--- config.mk ---
export PLATFORM = sky130hd
export DESIGN_NAME = handshake_responder_clkb
export DESIGN_NICKNAME = d
export VERILOG_FILES = /design/src/rtl/cdc_pkg.sv /design/src/rtl/sync_chain.sv /design/src/rtl/handshake_responder_clkb.sv
export SDC_FILE = /design/constraint.sdc
export NUM_CORES = 1
export LEC_CHECK = 0
export BUFFER_PORTS_ARGS = -buffer_cell sky130_fd_sc_hd__buf_2
export CAP_MARGIN = 0
export CORE_MARGIN = 1
export CORE_UTILIZATION = 35
export CTS_BUF_LIST = sky130_fd_sc_hd__clkbuf_4 sky130_fd_sc_hd__clkbuf_8
export DETAILED_ROUTE_END_ITERATION = 12
export PLACE_DENSITY_LB_ADDON = 0.05
export SLEW_MARGIN = 20
export SYNTH_ARGS = -nofsm -noshare
export SYNTH_HDL_FRONTEND = slang
export SYNTH_HIERARCHICAL = 1
export SYNTH_SLANG_ARGS = --single-unit
export TNS_END_PERCENT = 20
--- constraint.sdc ---
create_clock -name clkB -period 3.5 [get_ports clkB]
set_input_delay 0.7 -clock clkB [delete_from_list [all_inputs] [get_ports clkB]]
set_output_delay 0.7 -clock clkB [all_outputs]
set_load 0.01 [all_outputs]
--- src/rtl/cdc_pkg.sv ---
// -----------------------------------------------------------------------------
// cdc_pkg
//   Shared types and constants for the toggle req/ack clock-domain crossing.
//   hs_state_t      : responder FSM states (idle / holding a word).
//   SYNC_STAGES_MIN : fewest synchronizer flops accepted by sync_chain.
// -----------------------------------------------------------------------------
package cdc_pkg;

  typedef enum logic {
    HS_IDLE = 1'b0,
    HS_HOLD = 1'b1
  } hs_state_t;

  localparam int unsigned SYNC_STAGES_MIN = 2;

endpackage

--- src/rtl/sync_chain.sv ---
// -----------------------------------------------------------------------------
// sync_chain
//   SYNC_STAGES-deep single-bit synchronizer. Used here for the request toggle
//   and reusable on the sender side for the acknowledge toggle.
//   Ports:
//     clk   in  destination clock
//     rst_n in  asynchronous active-low reset; every stage clears to 0
//     d     in  asynchronous input bit
//     q     out synchronized bit (last stage)
// -----------------------------------------------------------------------------
module sync_chain
  import cdc_pkg::*;
#(
  parameter int unsigned SYNC_STAGES = 2
) (
  input  logic clk,
  input  logic rst_n,
  input  logic d,
  output logic q
);

  if (SYNC_STAGES < SYNC_STAGES_MIN) begin : g_bad_stages
    $error("sync_chain: SYNC_STAGES must be at least %0d", SYNC_STAGES_MIN);
  end

  logic [SYNC_STAGES-1:0] sync_q;
  logic [SYNC_STAGES-1:0] sync_d;

  always_comb begin
    sync_d = {sync_q[SYNC_STAGES-2:0], d};
  end

  always_ff @(posedge clk or negedge rst_n) begin
    if (!rst_n) begin
      sync_q <= '0;
    end else begin
      sync_q <= sync_d;
    end
  end

  assign q = sync_q[SYNC_STAGES-1];

endmodule

--- src/rtl/handshake_responder_clkb.sv ---
// -----------------------------------------------------------------------------
// handshake_responder_clkb
//   clkB end of a toggle-based req/ack crossing. The request toggle is
//   synchronized, the (sender-held) data word is captured on a detected edge
//   and offered downstream with valid/ready; each accept toggles the ack.
//   Optional build macro: HS_OVERRUN_DETECT_EN adds overrun reporting.
//   Ports:
//     clkB             in  destination clock
//     rst_n_clkB       in  asynchronous active-low reset
//     ReqToggle_async  in  request toggle from clkA
//     Data_async       in  word from clkA, held stable by the sender
//     DataOut_clkB     out captured word
//     Valid_clkB       out DataOut_clkB holds an unaccepted word
//     Ready_clkB       in  downstream accept
//     AckToggle_clkB   out toggles once per accepted word
//     Overrun_clkB     out sticky overrun flag        (HS_OVERRUN_DETECT_EN)
//     OverrunCnt_clkB  out saturating overrun count   (HS_OVERRUN_DETECT_EN)
//     OverrunClr_clkB  in  clears both overrun outputs (HS_OVERRUN_DETECT_EN)
//     Busy_clkB        out high while holding a word
// -----------------------------------------------------------------------------
module handshake_responder_clkb
  import cdc_pkg::*;
#(
  parameter int unsigned DATA_W      = 8,
  parameter int unsigned SYNC_STAGES = 2
) (
  input  logic              clkB,
  input  logic              rst_n_clkB,
  input  logic              ReqToggle_async,
  input  logic [DATA_W-1:0] Data_async,
  output logic [DATA_W-1:0] DataOut_clkB,
  output logic              Valid_clkB,
  input  logic              Ready_clkB,
  output logic              AckToggle_clkB,
`ifdef HS_OVERRUN_DETECT_EN
  output logic              Overrun_clkB,
  output logic [7:0]        OverrunCnt_clkB,
  input  logic              OverrunClr_clkB,
`endif
  output logic              Busy_clkB
);

  logic              req_sync;
  logic              req_edge;

  hs_state_t         state_q, state_d;
  logic              last_q, last_d;
  logic [DATA_W-1:0] data_q, data_d;
  logic              valid_q, valid_d;
  logic              ack_q, ack_d;

  sync_chain #(
    .SYNC_STAGES (SYNC_STAGES)
  ) u_req_sync (
    .clk   (clkB),
    .rst_n (rst_n_clkB),
    .d     (ReqToggle_async),
    .q     (req_sync)
  );

  // An edge arriving during HOLD leaves last_q untouched, so it stays
  // pending and is picked up on the next IDLE cycle.
  assign req_edge = req_sync ^ last_q;

  // State register
  always_ff @(posedge clkB or negedge rst_n_clkB) begin
    if (!rst_n_clkB) begin
      state_q <= HS_IDLE;
      last_q  <= 1'b0;
      data_q  <= '0;
      valid_q <= 1'b0;
      ack_q   <= 1'b0;
    end else begin
      state_q <= state_d;
      last_q  <= last_d;
      data_q  <= data_d;
      valid_q <= valid_d;
      ack_q   <= ack_d;
    end
  end

  // Next-state logic
  always_comb begin
    state_d = state_q;
    unique case (state_q)
      HS_IDLE: if (req_edge)   state_d = HS_HOLD;
      HS_HOLD: if (Ready_clkB) state_d = HS_IDLE;
      default: state_d = HS_IDLE;
    endcase
  end

  // Output / datapath logic
  always_comb begin
    last_d  = last_q;
    data_d  = data_q;
    valid_d = valid_q;
    ack_d   = ack_q;
    unique case (state_q)
      HS_IDLE: begin
        if (req_edge) begin
          data_d  = Data_async;
          last_d  = req_sync;
          valid_d = 1'b1;
        end
      end
      HS_HOLD: begin
        if (Ready_clkB) begin
          valid_d = 1'b0;
          ack_d   = ~ack_q;
        end
      end
      default: ;
    endcase
  end

  assign DataOut_clkB   = data_q;
  assign Valid_clkB     = valid_q;
  assign AckToggle_clkB = ack_q;
  assign Busy_clkB      = (state_q == HS_HOLD);

`ifdef HS_OVERRUN_DETECT_EN
  logic       ovr_q, ovr_d;
  logic [7:0] ovr_cnt_q, ovr_cnt_d;
  logic       ovr_seen_q, ovr_seen_d;

  always_ff @(posedge clkB or negedge rst_n_clkB) begin
    if (!rst_n_clkB) begin
      ovr_q      <= 1'b0;
      ovr_cnt_q  <= '0;
      ovr_seen_q <= 1'b0;
    end else begin
      ovr_q      <= ovr_d;
      ovr_cnt_q  <= ovr_cnt_d;
      ovr_seen_q <= ovr_seen_d;
    end
  end

  // ovr_seen marks the pending edge as already counted so a stuck edge in a
  // long HOLD is reported once; it is released when HOLD is left.
  always_comb begin
    ovr_d      = ovr_q;
    ovr_cnt_d  = ovr_cnt_q;
    ovr_seen_d = ovr_seen_q;
    if (state_q == HS_HOLD) begin
      if (req_edge && !ovr_seen_q) begin
        ovr_d      = 1'b1;
        ovr_seen_d = 1'b1;
        if (ovr_cnt_q != '1) ovr_cnt_d = ovr_cnt_q + 8'd1;
      end
      if (Ready_clkB) ovr_seen_d = 1'b0;
    end
    if (OverrunClr_clkB) begin
      ovr_d     = 1'b0;
      ovr_cnt_d = '0;
    end
  end

  assign Overrun_clkB    = ovr_q;
  assign OverrunCnt_clkB = ovr_cnt_q;
`endif

endmodule
**After elaboration in Yosys (flattened, before gate mapping)**

Cells that the tools add are included.
W data, S select, Z words.

- Mux-type cells: 6
- Shift operators: 0
- Reduce and logical (&&, ||, !) cells: 3
- Bitwise operators: 3
- $lt $le $gt $ge: 0
- Add/subtract/negate cells: 0
- Equality and inequality tests: 2
- Multipliers: 0
- Divide/modulo/power cells: 0

Operators by type and width:

| cell | count |
|---|---|
| $reduce_and A2 Y1 | 3 |
| $mux W1 | 4 |
| $ne A2 B2 Y1 const B | 2 |
| $pmux W1 S2 | 2 |
| $not A1 Y1 | 2 |
| $xor A1 B1 Y1 | 1 |

- Output and inout port bits: 11
- Register bits after elaboration: 14
- ROM bits: 0
- Bits in writable memories: 0
- Latch bits: 0
- Memories: 0

**Depth between registers and ports, before layout**

Gate-level depths: netlist of run 1.

- Depth after elaboration: 3
- Depth in mapped cells: 4

**Hierarchy**

Netlist of run 1, hierarchy kept.

Modules (own cells, without submodules):

| module | area each (um^2) | cells an instance | times used | sequential area each (um^2) |
|---|---|---|---|---|
| handshake_responder_clkb | 493.0 | 30 | 1 | 300.3 |
| sync_chain | 50.0 | 2 | 1 | 50.0 |

**Least setup slack after synthesis of run 1**

OpenSTA, ideal clock, no wires.

- Kind: register to register
- Start: register last_q
- End: register data_q[0], in the netlist DataOut_clkB[0]
- Stages on the path, launching flop included: 5
- Buffers on the path: 1
- Arrival: 1153 ps
- Data required time: 3375 ps
- Clock period less this slack: 1278 ps
- Setup slack: 2222 ps
- Library setup time: 125 ps
- Cell sequence: dfrtp_1 > xor2_1 > and2b_1 > buf_6 > mux2_4

- Cells in the longest elaborated chain, start to end: 2

Ends and longest elaborated chain:

| element | RTL line | source |
|---|---|---|
| start, declared | handshake_responder_clkb.sv:47 | `logic last_q, last_d;` |
| start signal, assigned | handshake_responder_clkb.sv:75 | `last_q <= last_d;` |
| $xor A1 B1 Y1 | handshake_responder_clkb.sv:63 | `assign req_edge = req_sync ^ last_q;` |
| $reduce_and A2 Y1 (no line) | - |  |
| end signal, assigned | handshake_responder_clkb.sv:76 | `data_q <= data_d;` |
| end, declared | handshake_responder_clkb.sv:48 | `logic [DATA_W-1:0] data_q, data_d;` |

No other way between the ends.
A chain may end at the register's enable or synchronous reset.

**Worst setup path after layout of run 1**

- Start: register state_q, in the netlist Busy_clkB
- End: output port Busy_clkB

RTL lines:

| element | RTL line | source |
|---|---|---|
| start, declared | handshake_responder_clkb.sv:46 | `hs_state_t state_q, state_d;` |
| start signal, assigned | handshake_responder_clkb.sv:74 | `state_q <= state_d;` |
| end, declared | handshake_responder_clkb.sv:40 | `output logic Busy_clkB` |

No word-level cell between the ends.

==> flow_summary.ini, run 1 <==
[die]
die_w_um = 41.4
die_h_um = 41.4
core_um2 = 1370
start_util = 0.397
die-area_um2 = 1710
rows = 13
io_pins = 23

[clock_network]
cts_tree = built
cts_root_buf = clkbuf_4
cts_setup_buffers = 0
clock_latency_ns = 0.27
htreeDepth = 1
cts_sinks = 14
hold_buffers = 0
cts_buffers = 3
clk_pin_slew_ns = 0.09
cts_buffer_depth = 2
post_cts_resized = 0

[job]
max_cap_violations = 0

[power]
clkPwrFrac = 0.169
vdd_drop_max_uv = 407
seqPwrFrac = 0.415
switching_share = 0.310
comb_power_share = 0.416
switching_power_uw = 210
leakagePower_nw = 0.360
p_per_area_nw_per_um2 = 973
p_int_uw = 467
finalPower_uw = 678

[worst_setup_path]
reg2reg_to = DataOut_clkB[2]
crit_path_top_delay_cell = dfrtp_1
worstPathMaxFanout = 6
path_class = reg2out
crit_chain = buf_2
cp_num_cells = 1
end_kind = output pin
cp-startpoint = Busy_clkB
cp.required_ns = 2.80
cpPeakStageDelay_ns = 0.44
worst_setup_path_start_kind = register
path_delay_family = flip-flops
regToRegStartpoint = last_q
reg2reg_depth = 3
ff2ff_setup_slack_ns = 1.97
endpoint = Busy_clkB
crit_buf_inv = 1
cp.arrival_ns = 0.87

[placed_design]
io_buffer_count = 22
place_inst = 68
place.gp.congestion = 0.575
pre_cts_slack_ns = 1.95
dpl-instance-area_um2 = 661
dpl.hpwl_um = 663

[sta]
whs_ns = 0.297
maxSlewViolCount = 0
worst_slack_ns = 1.93
worstMarginPinSlew_ns = 0.470
hold_violations = 0
fin_crit_sh = 0.448
rsz0062_at_grt = false
setup-violations-final = 0
fin_crit_ns = 1.57
slew_headroom = 0.687
fin_tns_setup_ns = 0
max_freq_ghz = 0.637
skew_ns = 0.00438

[finish]
regArea_um2 = 350
layout.nets = 70
drive_gt1_frac = 0.614
antenna_cells = 0
multi_input_area_um2 = 178
final_common_cell = buf_2
mostFrequentLayoutCells = 22 x buf_2, 14 x dfrtp_1, 8 x mux2_4
fillers = 121
post-route-util = 0.510
finalInstanceArea_um2 = 697
layoutNonFillerInstCount = 72
area_growth_pct = 28.3

[grt]
grt_pass1_vias = 318
antenna_found_initial = 0
grt_first_pass_wirelength_um = 1260
grt.total_usage = 0.121
grt_max_degree = 15
overflow = 0

[synth]
ys_ff_latch = 14
syn_nets = 44
seq_area_frac_synth = 0.645
synth_area_um2 = 543
synth.distinct_cells = 12
avgSynthCellArea_um2 = 17.0
syn_inst = 32
yosys_warnings = 6

[routing]
wire_per_inst_um = 11.9
drt_iter0_drc = 2
ant_nets = 0
drc_errors = 0
finalWirelength_um = 859
vias = 342
dr.pass1.iters = 2
avgViaCountPerCell = 4.75

[outcome]
status = finished, final reports clean

[min_path]
hold_path.class = in2async
worst min path at each step:
| stage | startpoint | to | cells past startpoint |
|---|---|---|---|
| after floorplan | u_req_sync/sync_q[0] | u_req_sync/sync_q[1] | 0 |
| after global placement | u_req_sync/sync_q[0] | u_req_sync/sync_q[1] | 0 |
| after detailed placement | u_req_sync/sync_q[0] | u_req_sync/sync_q[1] | 0 |
| after CTS | rst_n_clkB | DataOut_clkB[6] | 1 |
| after global routing | rst_n_clkB | AckToggle_clkB | 1 |
| final | rst_n_clkB | DataOut_clkB[0] | 1 |
cell usage after synthesis:
| cell type | number | area share |
|---|---|---|
| mux2_2 | 1 | 0.021 |
| dfrtp_1 | 14 | 0.65 |
| o22ai_1 | 1 | 0.012 |
| o21a_1 | 1 | 0.014 |
| xnor2_1 | 1 | 0.016 |
| buf_6 | 1 | 0.021 |
| mux2_4 | 8 | 0.22 |
| xor2_1 | 1 | 0.016 |
| nor2_1 | 1 | 0.0069 |
| inv_1 | 1 | 0.0069 |
| and2b_1 | 1 | 0.014 |
| nand2_1 | 1 | 0.0069 |
cell type report:
type | instances | share of cell area
flip-flops and latches | 14 | 0.503
well taps | 15 | 0.0269
inverters | 1 | 0.00539
clock buffers | 4 | 0.0521
multi-input cells | 16 | 0.255
repair buffers | 22 | 0.158
power groups by stage:
| stage | clock network (mW) | logic, mW | registers (mW) |
|---|---|---|---|
| CTS | 0.118 | 0.287 | 0.284 |
| global route | 0.123 | 0.313 | 0.292 |
| finish | 0.115 | 0.282 | 0.282 |
| floorplan | 0 | 0.174 | 0.313 |
| detailed placement | 0 | 0.287 | 0.286 |
| global placement | 0 | 0.281 | 0.280 |
routing by layer:
layer | vias up | global-route usage | share of wire
li1 | 157 | - | -
met5 | - | 0 | 0
met1 | 169 | 0.132 | 0.42
met3 | 0 | 0.0319 | 0.078
met2 | 16 | 0.207 | 0.50
met4 | 0 | 0.0726 | 0
logic make-up after synthesis:
| logic type | count (synthesis) | synth area share |
|---|---|---|
| mux | 9 | 0.242 |
| simple gates | 3 | 0.0276 |
| xor+xnor | 2 | 0.0323 |
| flops | 14 | 0.645 |
| buf+inv | 2 | 0.0276 |
| compound gates | 2 | 0.0254 |
flip-flops by register name (all words and copies together), names as in the netlist:
signal,cells
AckToggle_clkB,1
Busy_clkB,1
DataOut_clkB,8
Valid_clkB,1
last_q,1
u_req_sync/sync_q,2
Power figures use the tool's default switching activity.
==> run 2, diff against run 1 <==
==> constraint.sdc (replaced) <==
create_clock -name clkB -period 1.4 [get_ports clkB]
set_input_delay 0.28 -clock clkB [delete_from_list [all_inputs] [get_ports clkB]]
set_output_delay 0.28 -clock clkB [all_outputs]
set_load 0.01 [all_outputs]
==> run 2 against run 1 <==
Sequential share of layout area fell by 2.6 points. Clock skew fell by 0.0032 ns. Largest cell class unchanged. Cell count rose by 2.8%. Combinational power rose to 2.8 times the previous value. Worst setup slack got worse by 1.9 ns. Non-clock buffer count rose by 2. Critical endpoint is now DataOut_clkB[4]. Critical path type is now reg2reg. Sequential cell count did not move. Routed wire length rose by 11%. Sequential power rose to 2.5 times the previous value. Worst hold slack got worse by 0.18 ns. Clock power rose by 140%. Via count rose by 2.6%.
==> flow_summary.ini, run 2 (synthesized netlist as in run 1, its figures left out) <==
[outcome]
status = finished, final reports clean

[clock_network]
clock_latency_ns = 0.27
cts_buffers = 3
cts_sinks = 14
cts_buffer_depth = 2
htreeDepth = 1
cts_setup_buffers = 0
cts_root_buf = clkbuf_4
clk_pin_slew_ns = 0.08
cts_tree = built

[routing]
vias = 351
dr.pass1.iters = 2
finalWirelength_um = 951
ant_nets = 0
avgViaCountPerCell = 4.74
drt_iter0_drc = 1
drc_errors = 0
wire_per_inst_um = 12.9

[sta]
worstMarginPinSlew_ns = 0.309
hold_violations = 0
skew_ns = 0.00119
fin_crit_ns = 1.36
max_freq_ghz = 0.735
maxSlewViolCount = 0
whs_ns = 0.114
rsz0062_at_grt = true
slew_headroom = 0.794
setup-violations-final = 0
fin_crit_sh = 0.972

[finish]
mostFrequentLayoutCells = 22 x buf_2, 14 x dfrtp_1, 8 x mux2_4
layout.nets = 72
layoutNonFillerInstCount = 74
area_growth_pct = 35.3
largest_reg_flops = 8
final_common_cell = buf_2
antenna_cells = 0
drive_gt1_frac = 0.627
finalInstanceArea_um2 = 734
post-route-util = 0.538

[grt]
gr-usage-met2 = 0.238
grt_use_met3 = 0.0479
grt_max_degree = 15
grt.busiest_layer = met2
use_met1 = 0.172
antenna_found_initial = 0
grt.total_usage = 0.139
grt_pass1_vias = 362
grt_first_pass_wirelength_um = 1480
overflow = 0

[power]
seqPwrFrac = 0.399
switching_power_uw = 555
comb_power_share = 0.444
p_per_area_nw_per_um2 = 2430
clkPwrFrac = 0.156
switching_share = 0.311
p_int_mw = 1.23
leakagePower_nw = 0.374
vdd_drop_max_uv = 1090

[worst_setup_path]
path_class = reg2reg
cp.arrival_ns = 1.52
worst_setup_path_start_kind = register
crit_path_top_delay_cell = dfrtp_1
cpPeakStageDelay_ns = 0.41
cp.required_ns = 1.56
end_kind = register
worstPathMaxFanout = 8
crit_chain = xor2_2 -> and2b_1 -> buf_12 -> mux2_4

[job]
max_cap_violations = 0

[die]
die_w_um = 41.4
die-area_um2 = 1710
die_h_um = 41.4
io_pins = 23
rows = 13
start_util = 0.397
core_um2 = 1370

[placed_design]
dpl.hpwl_um = 750
place_inst = 69
io_buffer_count = 22
dpl-instance-area_um2 = 681
place.gp.congestion = 0.563

[min_path]
hold_path.class = in2reg
[run 2: path summary, 6_finish.rpt]
kind / slack (ns) / end / cells past startpoint / start
worst max-delay path: 0.04 / DataOut_clkB[4] / 4 / last_q
worst min-delay path: 0.11 / u_req_sync/sync_q[0] / 1 / ReqToggle_async
worst max register to register: 0.04 / DataOut_clkB[4] / 4 / last_q
worst min register to register: 0.35 / u_req_sync/sync_q[1] / 0 / u_req_sync/sync_q[0]
max in group asynchronous: 0.74 / DataOut_clkB[2] / 2 / rst_n_clkB
min in group asynchronous: 0.43 / DataOut_clkB[3] / 2 / rst_n_clkB
[run 2: power groups by stage]
| stage | Combinational (mW) | Clock, mW | Sequential (mW) |
|---|---|---|---|
| 2_1_floorplan | 0.436 | 0 | 0.783 |
| 3_3_place_gp | 0.768 | 0 | 0.698 |
| 3_5_place_dp | 0.795 | 0 | 0.715 |
| 4_1_cts | 0.805 | 0.289 | 0.717 |
| 5_1_grt | 0.867 | 0.314 | 0.740 |
| 6_report | 0.792 | 0.279 | 0.712 |
[run 2: per-stage QoR]
step,setup TNS (ns),power (mW),worst slack (ns)
2_1_floorplan,0,1.22,0.122
3_3_place_gp,0,1.47,0.0733
3_5_place_dp,0,1.51,0.0141
4_1_cts,0,1.81,0.0250
5_1_grt,-0.00138,1.92,-0.00138
6_report,0,1.78,0.0395
[run 2: cell type report]
type | instances | area (µm²)
tap | 15 | 18.8
sequential | 14 | 350
clock buffer | 4 | 36.3
multi-input combinational | 16 | 185
inverter | 1 | 3.75
timing repair buffer | 24 | 140
fill | 122 | 632
[run 2: layer usage]
layer	vias up	wire length, µm
met2	16	487
met5	-	0
li1	160	-
met3	0	71
met4	0	0
met1	175	392
[run 2: worst max-delay path, delay by kind of cell (launching register included)]
family        cells  cell delay, ns
flops             1            0.41
mux               1            0.30
xor+xnor          1            0.20
simple gates      1            0.20
buf+inv           1            0.15
[run 2: timing repair]
action | 4_1_cts | 5_1_grt
hold endpoints to repair | 14 | 0
setup endpoints to repair | 4 | 1
gates resized for setup | 1 | 0
hold buffers | 1 | 0
